===== src/rtl/fifo_drain_fsm.sv =====
// Read-side drain controller for the 8-entry FIFO: waits for a start level,
// pops down to a stop level, and checks every popped word against a pattern.
module fifo_drain_fsm #(
  parameter int                 DATA_W    = 8,
  parameter int                 WORDS_W   = 4,
  parameter int                 START_LVL = 3,
  parameter int                 STOP_LVL  = 0,
  parameter logic [DATA_W-1:0]  EXP_DATA  = 8'hAA,
  parameter int                 CNT_W     = 16
) (
  input  logic               clk,
  input  logic               rst_n,
  input  logic [WORDS_W-1:0] fifo_words,
  input  logic [DATA_W-1:0]  fifo_q,
  output logic               rd_en,
  output logic [DATA_W-1:0]  data_out,
  output logic               data_valid,
  output logic [CNT_W-1:0]   rd_count,
  output logic [CNT_W-1:0]   err_count,
  output logic               err_flag
);

  localparam logic [0:0] IDLE  = 1'b0;
  localparam logic [0:0] DRAIN = 1'b1;

  localparam logic [WORDS_W-1:0] START_TH = WORDS_W'(START_LVL);
  localparam logic [WORDS_W-1:0] STOP_TH  = WORDS_W'(STOP_LVL);

  function automatic logic [CNT_W-1:0] sat_inc(input logic [CNT_W-1:0] v);
    return (&v) ? v : v + 1'b1;
  endfunction

  function automatic logic [CNT_W-1:0] wrap_inc(input logic [CNT_W-1:0] v);
    return v + 1'b1;
  endfunction

  logic [0:0]         state;
  logic               rd_pend;
  logic [WORDS_W-1:0] avail;
  logic               mismatch;

  // Occupancy once the pop being sampled this edge has been taken.
  assign avail    = fifo_words - {{(WORDS_W-1){1'b0}}, rd_en};
  assign mismatch = (fifo_q != EXP_DATA);

  // Stage 0: pop control
  always_ff @(posedge clk or negedge rst_n) begin
    if (!rst_n) begin
      state <= IDLE;
      rd_en <= 1'b0;
    end else begin
      case (state)
        IDLE: begin
          if (fifo_words >= START_TH) begin
            rd_en <= 1'b1;
            state <= DRAIN;
          end else begin
            rd_en <= 1'b0;
          end
        end
        DRAIN: begin
          if (avail > STOP_TH) begin
            rd_en <= 1'b1;
          end else begin
            rd_en <= 1'b0;
            state <= IDLE;
          end
        end
        default: begin
          rd_en <= 1'b0;
          state <= IDLE;
        end
      endcase
    end
  end

  // Stage 1: capture popped word one cycle after the pop, count and check it
  always_ff @(posedge clk or negedge rst_n) begin
    if (!rst_n) begin
      rd_pend    <= 1'b0;
      data_valid <= 1'b0;
      data_out   <= '0;
      rd_count   <= '0;
      err_count  <= '0;
      err_flag   <= 1'b0;
    end else begin
      rd_pend <= rd_en;
      if (rd_pend) begin
        data_out   <= fifo_q;
        data_valid <= 1'b1;
        rd_count   <= wrap_inc(rd_count);
        if (mismatch) begin
          err_count <= sat_inc(err_count);
          err_flag  <= 1'b1;
        end
      end else begin
        data_valid <= 1'b0;
      end
    end
  end

endmodule


===== config.mk =====
export PLATFORM = sky130hd
export DESIGN_NAME = fifo_drain_fsm
export DESIGN_NICKNAME = d
export VERILOG_FILES = /design/src/rtl/fifo_drain_fsm.sv
export SDC_FILE = /design/constraint.sdc
export NUM_CORES = 1
export LEC_CHECK = 0
export BUFFER_PORTS_ARGS = -buffer_cell sky130_fd_sc_hd__buf_2
export CELL_PAD_IN_SITES_DETAIL_PLACEMENT = 1
export CELL_PAD_IN_SITES_GLOBAL_PLACEMENT = 2
export CORE_MARGIN = 4
export CORE_UTILIZATION = 35
export CTS_CLUSTER_SIZE = 40
export DETAILED_ROUTE_END_ITERATION = 8
export HOLD_SLACK_MARGIN = 0.1
export PLACE_DENSITY = 0.83
export SETUP_SLACK_MARGIN = 0.05
export SLEW_MARGIN = 20
export SYNTH_ARGS = -nofsm -noshare
export SYNTH_HDL_FRONTEND = slang
export SYNTH_SLANG_ARGS = --single-unit

===== constraint.sdc =====
create_clock -name clk -period 4.07 [get_ports clk]
set_clock_uncertainty 0.2 [all_clocks]
set_input_delay 0.814 -clock clk [delete_from_list [all_inputs] [get_ports clk]]
set_output_delay 0.814 -clock clk [all_outputs]
set_load 0.05 [all_outputs]

## After elaboration in Yosys (flattened, before gate mapping)

Cells that the tools add are included.

| cells by class | value |
|---|---|
| eq/ne operators | 1 |
| magnitude comparators | 2 |
| mux-type cells | 4 |
| bitwise operators | 2 |
| add/sub/neg operators | 3 |
| reductions and logical operators | 3 |

Operators by type and width:

| operator | number |
|---|---|
| adder 16 x 1 -> 16 bit (second input constant) | 2 |
| AND reduction 16 bit | 1 |
| != test 8 bit (second input constant) | 1 |
| greater-or-equal comparator 4 x 2 -> 1 bit (second input constant) | 1 |
| greater-than comparator 4 x 1 -> 1 bit (second input constant) | 1 |
| subtractor 4 x 1 -> 4 bit | 1 |
| two-way mux 1 bit | 3 |
| AND reduction 3 bit | 1 |
| NOT 1 bit | 2 |
| case mux 1 bit (2 select lines) | 1 |
| AND reduction 2 bit | 1 |

| storage, ports and cells | value |
|---|---|
| word-level logic and storage cells | 22 |
| bits in registers | 44 |

## Depth between registers and ports, before layout

Gate-level depths: netlist of run 1.

| depth | value |
|---|---|
| word-level depth | 4 |
| gate-level depth with buffers | 5 |
| gate-level depth less buffers | 5 |

## Worst setup path after synthesis of run 1

OpenSTA, ideal clock, no wires.

| timing | value |
|---|---|
| path kind | flip-flop to flip-flop |
| start point | reg err_count[0] |
| end point | reg err_count[1] |
| period minus slack after synthesis | 2.300 ns |
| arrival | 1.975 ns |
| setup slack | 1.770 ns |
| cell stages (with the launch flop) | 6 |
| cells stage by stage | dfrtp_1 -> ha_1 -> nand4_1 -> nor4_4 -> nor2_2 -> mux2_4 |

| between the ends | value |
|---|---|
| cells in the longest elaborated chain, start to end | 3 |
| elaborated cells between the ends (all ways) | 4 |
| classes of those cells | add/sub: 1; bitwise: 1; reduce/logical: 2 |

Ends and longest elaborated chain:

| item | RTL line | text |
|---|---|---|
| from (decl) | 19 | `output logic [CNT_W-1:0] err_count,` |
| from (signal assigned) | 93 | `err_count <= sat_inc(err_count);` |
| parallel branches: the longest is 3 deep, another holds adder 16 x 1 -> 16 bit | - |  |

Parallel ways; which one is timed is not known.
A chain may end at the register's enable or synchronous reset.

## Final worst setup path of run 1

Ends and elaborated chain as after synthesis.

==> run summary, run 1 <==
The flow ran to the end, and the final reports show no timing, DRC or antenna violations. The post-route fraction of the period consumed by the critical path came out at 56.53%. The largest total area in the synthesized netlist belongs to dfrtp_1. The delay contributed by the slowest stage of the critical path came out at 640 ps. The synthesized area per cell is 11.97 um2. The clock period minus final worst setup slack came out at 2301 ps. The global-route wire length before repair came out at 8259 um. The synthesis-to-layout area growth is 24.84%.

The distinct cell type count of the synthesized netlist came out at 30. The clock insertion delay at the later pin of the skew report is 300 ps. The number of remaining DRC errors is 0. The wire-length estimate of the detail-placed layout is 3615 um.

The number of vias per cell is 5.043. The hold violation count in the final report came out at 0. The global-route usage over all layers came out at 14.69%. In this run the most critical hold path is launched from state$_DFF_PN0_. The number of nets with antenna violations after detailed routing came out at 0. The count of max-cap constraint violations is 0. The final total power came out at 0.001599 W. The worst hold path class is reg2reg. The instance count of the mapped netlist came out at 165. Counting the buffers created by CTS gives 5. The critical path starts at err_count[0]$_DFFE_PN0P_. The critical path is of the reg2reg type.

The effective utilization at floorplan is 36.08%. The number of global-route vias before repair was 1635. The clock passes through at most 2 buffers. In this run the clock root is driven by a clkbuf_8. The kind of capture point of the worst setup path is a flop. After clock tree synthesis, the clock-pin slew on the worst setup and hold paths is 90 ps. The top-area cell type share of the netlist area is 55.77%. Setup repair after global routing left no endpoint under its margin. The standard cell area after detailed placement is 2336 um2. The number of input and output port buffers inserted is 56.

The cell area that synthesis handed to floorplanning was 1974 um2. STA classifies the critical path startpoint as a flop. The remaining global-route overflow came out at 0.

Entering global routing, the biggest net connects 45 pins. The number of violations reported at the end of detailed-routing iteration 0 is 30. In this run the static leakage power is 1.230 nW. The H-tree level count is 2.

The layout filler cell count came out at 617. The max-slew violation count came out at 0. The fraction of registers with async set/reset came out at 100.0%. The dominant register cell in the synthesized netlist is dfrtp_1. The worst-margin pin slew came out at 648.7 ps. The setup-violating endpoint count in the final report is 0. For this block, the via count after detailed routing is 1508. The number of detailed-routing iterations run before antenna repair came out at 4. The routability-driven placement congestion ratio is 0.7144.

The worst register-to-register path begins at err_count[0]$_DFFE_PN0P_. The net switching power is 0.0006968 W. The cell area after layout is 2465 um2. The die outline height is 83.11 um. The Yosys warning count came out at 0. For the worst setup path, the data required time is 4060 ps.

After detailed routing, the total wire length is 4777 um. The fraction of final layout cells sized beyond drive strength 1 came out at 36.56%. The signal on the critical path passes through ha_1 > nand4_1 > nor4_4 > nor2_2 > mux2_4. The hold-fix buffer count after cts is 0. The share of total power dissipated in sequential elements is 40.6%. The count of inserted antenna diode cells came out at 0. In this run the tightest slew margin relative to its limit is 56.75%. The initial antenna violation count came to 0. The peak fanout along the critical path is 10.

The area enclosed by the die boundary came out at 6906 um2. At the worst endpoint, the arrival time is 2290 ps. The area of the placeable core came out at 5473 um2. The wire length per cell is 15.98 um.

The maximum frequency from static timing analysis is 0.4346 GHz. The width of the die is 83.11 um. The switching power share of the total came out at 43.59%. The maximum VDD drop came out at 0.0002294 V. The power per unit of standard cell area came out at 648.5 nW/um2. The part of the total power dissipated in the clock network is 23.1%. The worst hold margin came out at 254.1 ps. In this run, synthesis inferred 0 flip-flops with an integrated enable. TritonCTS built the clock tree. The core utilization of the finished layout came out at 45.04%.

After synthesis, the cell types taking the most area are dfrtp_1 (56%), mux2_2 (7.4%), xor2_1 (6.7%), xnor2_1 (5.3%), nand4_1 (2.9%). The share of the yosys chip area belonging to registers is 55.77%. The clock sink count is 44. Post-CTS timing repair inserted 0 buffers for setup.

The number of placement rows came out at 27. The slowest stage of the critical path is the nor4_4 cell. The internal cell power came out at 0.0009017 W. The total I/O pin count came out at 57. The total of flip-flops plus latches after synthesis is 44.

After the last flow step, the layout net total stands at 243. After clock tree synthesis, the repair step resized 0 gates. The part of the total power dissipated in combinational logic is 36.3%.

The post-synth net total came out at 182. The final sum of negative setup slack is 0 ps.
power by group through the flow:
stage	clock (W)	combinational, W	sequential (W)
3_5_place_dp	0	0.000588	0.000657
6_report	0.000370	0.000580	0.000649
3_3_place_gp	0	0.000574	0.000651
4_1_cts	0.000381	0.000588	0.000650
2_1_floorplan	0	0.000159	0.000914
5_1_grt	0.000398	0.000620	0.000669
state kept, by name (all words and copies together) (netlist names):
signal,count
data_out,8
data_valid,1
err_count,16
err_flag,1
rd_count,16
rd_pend,1
state,1
final cells by class:
cell class / count / area, um2 / share of cell area (%)
Clock inverter: 1 / 30.03 / 1.218
Timing Repair Buffer: 56 / 282.8 / 11.47
Inverter: 4 / 15.01 / 0.6091
Multi-Input combinational cell: 115 / 849.6 / 34.47
Tap cell: 72 / 90.09 / 3.655
Sequential cell: 44 / 1101 / 44.67
Clock buffer: 7 / 96.34 / 3.909
per-stage QoR:
step	worst slack (ps)	instances
final	1769	299
after global routing	1573	299
after CTS	1739	299
after detailed placement	1626	291
after global placement	1665	291
after floorplan	1770	165
logic make-up (layout without fill, tap and decap cells):
family	Yosys count	in the layout	synth area share, %
muxes	14	14	8.175
and+or+nand+nor	66	66	19.39
DFF	44	44	55.77
AOI/OAI and AO/OA	5	5	1.584
adders and majority gates	3	3	1.901
buffers and inverters	6	68	1.203
xor gates and xnor gates	27	27	11.98
metal layers:
metal,track usage (%),vias to the layer above,wire length (um)
met3,3.869,8,178
met1,16.88,763,1941
met2,26.02,30,2555
met5,0,-,0
li1,-,707,-
met4,5.498,0,102
cell usage in the layout, fill, tap and decap left out, types with 2 or more instances in the layout:
cell type / synthesis / final
a21oi_1: 2 / 2
and3_1: 7 / 7
buf_2: 1 / 55
clkbuf_8: 0 / 7
dfrtp_1: 44 / 44
ha_1: 3 / 3
inv_1: 4 / 4
mux2_2: 13 / 13
nand2_1: 14 / 14
nand2b_1: 3 / 3
nand3_1: 7 / 7
nand4_1: 9 / 9
nand4bb_1: 2 / 2
nor2_1: 6 / 6
nor3_1: 9 / 9
xnor2_1: 12 / 12
xor2_1: 15 / 15
final timing paths:
path / to / slack (ps) / cells after the start
setup reg to reg: err_count[1]$_DFFE_PN0P_ / 1770 / 5
min in group asynchronous: rd_count[15]$_DFFE_PN0P_ / 300 / 1
hold / removal: rd_pend$_DFF_PN0_ / 250 / 0
hold reg to reg: rd_pend$_DFF_PN0_ / 250 / 0
setup / recovery: err_count[1]$_DFFE_PN0P_ / 1770 / 5
max in group asynchronous: data_out[2]$_DFFE_PN0P_ / 2980 / 1
critical path: cells and delay by family, from the launching register on:
| family | cells | cell delay, ps |
|---|---|---|
| simple gates | 3 | 940 |
| flops | 1 | 470 |
| mux | 1 | 320 |
| fa+ha+maj | 1 | 250 |
cells in the mapped netlist, types with 2 or more instances:
master	count
a21oi_1	2
mux2_2	13
nand4bb_1	2
inv_1	4
nand4_1	9
ha_1	3
nand3_1	7
xnor2_1	12
dfrtp_1	44
nand2_1	14
xor2_1	15
and3_1	7
nand2b_1	3
nor2_1	6
nor3_1	9
(Power assumes the default switching activity.)
==> run 2, diff against run 1 <==
--- a/config.mk
+++ b/config.mk
@@ -5,15 +5,16 @@
 export SDC_FILE = /design/constraint.sdc
 export NUM_CORES = 1
 export LEC_CHECK = 0
+export ABC_AREA = 1
 export BUFFER_PORTS_ARGS = -buffer_cell sky130_fd_sc_hd__buf_2
 export CELL_PAD_IN_SITES_DETAIL_PLACEMENT = 1
 export CELL_PAD_IN_SITES_GLOBAL_PLACEMENT = 2
 export CORE_MARGIN = 4
-export CORE_UTILIZATION = 35
+export CORE_UTILIZATION = 30
 export CTS_CLUSTER_SIZE = 40
 export DETAILED_ROUTE_END_ITERATION = 8
 export HOLD_SLACK_MARGIN = 0.1
-export PLACE_DENSITY = 0.83
+export PLACE_DENSITY = 0.78
 export SETUP_SLACK_MARGIN = 0.05
 export SLEW_MARGIN = 20
 export SYNTH_ARGS = -nofsm -noshare
==> constraint.sdc (replaced) <==
create_clock -name clk -period 2.4 [get_ports clk]
set_clock_uncertainty 0.2 [all_clocks]
set_input_delay 0.48 -clock clk [delete_from_list [all_inputs] [get_ports clk]]
set_output_delay 0.48 -clock clk [all_outputs]
set_load 0.05 [all_outputs]
==> run 2 against run 1 <==
Sequential power up 63%; power up 67%; highest routed layer unchanged; sequential cell count unchanged; synthesized cell count up 80%; sequential share of layout area down 5.9 points.
==> run summary, run 2 <==
From left edge to right edge, the die measures 95.86 um. Yosys printed 0 warnings. The switching power share of the total came out at 44.93%.

Setup repair after global routing left no endpoint under its margin. The clock period minus final worst setup slack came out at 1922 ps. The worst-case IR drop observed on VDD is 0.0006443 V.

The global-route usage over all layers is 14.75%. The hold violation count in the final report is 0. After legalization and detailed placement, the total HPWL measured 4702 um. The share of the yosys chip area belonging to registers is 47.54%. The initial antenna violation count is 0. The final sum of negative setup slack came out at 0 ps. The clock insertion delay at the later pin of the skew report came out at 300 ps. In this run the tool buffered the top-level ports with 56 buffer cells. The internal cell power is 0.001472 W.

At the end of routability-driven placement, the weighted congestion stood at 0.7768. The worst setup path is captured at a flop. The maximum frequency from static timing analysis came out at 0.5203 GHz. The number of placement rows is 31.

Sequential cells account for 39.7% of the total power. Counting every sink on the clock net gives 44. In the post-synthesis netlist, the biggest area contributors are dfrtp_1 (48%), nand2_1 (21%), inv_1 (4.4%), xor2_1 (4.2%), nor2_1 (3.7%).

The commonest cells after synthesis are nand2_1 (130), dfrtp_1 (44), inv_1 (27). The biggest area contributor in the post-synthesis netlist is dfrtp_1. The CTS root buffer is clkbuf_8. The number of nets in the finished design came out at 378. Max-cap violations in this run came to 0. The count of nets left with antenna violations once routing finished came out at 0. The total of flip-flops plus latches after synthesis is 44.

By instance count, the leading cell after synthesis is nand2_1. The synthesis-to-layout area growth came out at 22.58%. The count of inserted antenna diode cells is 0. The clock input transition at the sequential cells of the worst setup and hold paths came out at 90 ps. The distinct cell type count of the synthesized netlist came out at 25. The instance count of the mapped netlist came out at 297. Cells fill 38.52% of the core in the end. The top cell types in the final layout, fill and taps aside, are nand2_1 (130), buf_2 (56), dfrtp_1 (44). The commonest non-fill, non-tap cell in the layout is nand2_1. The die is 95.86 um tall. The worst-margin pin slew came out at 511.6 ps. The number of global-route vias before repair is 2211. The clock network accounts for 22.9% of the total power. The final setup slack of the worst path is 478.0 ps. Cells with a size suffix above 1 make up 23.48% of the layout. For the worst setup path, the data arrival time is 1970 ps. The number of violations reported at the end of detailed-routing iteration 0 came out at 73. The startpoint of the worst register-to-register path is err_count[0]$_DFFE_PN0P_. The critical path in this run is classified as reg2reg. The final total power came out at 0.002673 W.

In this run the most critical hold path is launched from fifo_words[3]. Headroom to the max-slew limit came out at 65.90%. The area of the placeable core is 7370 um2. The number of remaining DRC errors came out at 0. In the final layout, the registers with the most flip-flops are err_count (16), rd_count (16), data_out (8).

Entering global routing, the biggest net connects 17 pins. The post-synth net total is 314. The tightest min-delay check is of the in2reg type. TritonCTS built the clock tree.

For this run the aggregate overflow at the end of global routing stands at 0. The top cell type by area accounts for 47.54% of the synthesized area. The dominant register cell in the synthesized netlist is dfrtp_1. The post-route fraction of the period consumed by the critical path came out at 80.08%.

The max-slew violation count is 0. Per report_power, the combinational group accounts for 37.4% of the total. The H-tree level count came out at 2. The worst setup path is launched from a flop. Dividing total power by cell area gives a power density of 941.7 nW/um2. Prior to clock tree synthesis, the placed netlist has a worst setup slack of 495.1 ps. The peak fanout along the critical path is 9. The number of flops mapped to enable cells by yosys is 0.

The static power due to leakage came out at 1.499 nW. The cell area after synthesis came out at 2316 um2. The largest buffer count on any clock path came out at 2. The total I/O pin count is 57. The flow ran to the end, and the final reports show no timing, DRC or antenna violations. The critical path starts at err_count[0]$_DFFE_PN0P_.

Dividing the synthesized area by the synthesized cell count gives 7.798 um2. The net switching power came out at 0.001201 W. The required time of the critical path is 2440 ps. The number of detailed-routing iterations run before antenna repair came out at 4. The post-CTS resize count is 0. The global-route wire length before repair came out at 10630 um. The number of clock buffers added by TritonCTS is 5. After synthesis, the share of flip-flops with an asynchronous set or reset is 100.0%. The wire length after detailed routing came out at 6005 um. The setup-violating endpoint count in the final report is 0.

After detailed routing, the number of vias per cell comes to 4.518. For this configuration, the core starts out at a cell density of 31.43%. After detailed routing, the average wire length per cell comes to 13.03 um.

The worst hold margin came out at 186.7 ps. The detailed router placed 2083 vias in this run. The die covers 9189 um2.
run 2: cell types whose count changed in the layout (fill, tap and decap cells not counted), sizes merged, moves of 4 or more:
cell | before | now
nand2 | 14 | 134
inv | 4 | 30
nor2 | 7 | 30
mux2 | 14 | 0
nand3 | 7 | 15
and3 | 7 | 0
nor3 | 9 | 4
xnor2 | 12 | 7
xor2 | 15 | 11
run 2: layout make-up:
cell class	count	area (um2)
timing repair buffer	60	312.8
inverter	30	112.6
sequential	44	1101
fill	947	4531
clock buffer	6	82.58
multi-input combinational	220	1067
clock inverter	2	38.79
tap	99	123.9
run 2: timing repair:
item	in CTS	in global routing
setup buffers	0	0
hold buffers	1	0
hold endpoints to repair	14	0
run 2: stage by stage:
stage | std cells | cell area (um2)
2_1_floorplan | 297 | 2316
3_3_place_gp | 452 | 2708
3_5_place_dp | 452 | 2708
4_1_cts | 461 | 2839
5_1_grt | 461 | 2839
6_report | 461 | 2839
run 2: kinds of logic (layout without fill, tap and decap cells):
group | after synthesis | in the layout | share of synthesized area, %
xor gates and xnor gates | 18 | 18 | 6.807
AOI/OAI and AO/OA | 5 | 5 | 1.242
DFF | 44 | 44 | 47.54
adders and majority gates | 3 | 3 | 1.621
and+or+nand+nor | 194 | 194 | 36.41
buffers and inverters | 33 | 98 | 6.375
run 2: per-layer routing:
metal  up-vias  wire (um)  track usage (%)
li1       1045          -                -
met1       990       2819            19.81
met5         -          0                0
met4         0         58            3.555
met2        43       2841            24.03
met3         5        286            3.440
run 2: critical path, stage by stage (launching register included):
cell     delay [ps]
dfrtp_1         460
ha_1            290
nand3_2         120
inv_2            50
nand3_1          80
nor2_1           60
nor2_2          230
buf_4           240
nand2_1          80
nand2_1          60
run 2: final timing paths:
kind | end | slack (ps) | cells after the start
max in group asynchronous | rd_count[1]$_DFFE_PN0P_ | 1000 | 3
setup / recovery | err_count[9]$_DFFE_PN0P_ | 480 | 9
hold / removal | state$_DFF_PN0_ | 190 | 3
hold reg to reg | rd_pend$_DFF_PN0_ | 270 | 0
min in group asynchronous | err_count[0]$_DFFE_PN0P_ | 440 | 2
setup reg to reg | err_count[9]$_DFFE_PN0P_ | 480 | 9
run 2: power groups by stage:
stage | logic [W] | clock network, W | registers, W
5_1_grt | 0.00110 | 0.000674 | 0.00109
3_5_place_dp | 0.00101 | 0 | 0.00108
4_1_cts | 0.00102 | 0.000642 | 0.00106
3_3_place_gp | 0.00100 | 0 | 0.00107
6_report | 0.00100 | 0.000613 | 0.00106
2_1_floorplan | 0.000318 | 0 | 0.00149
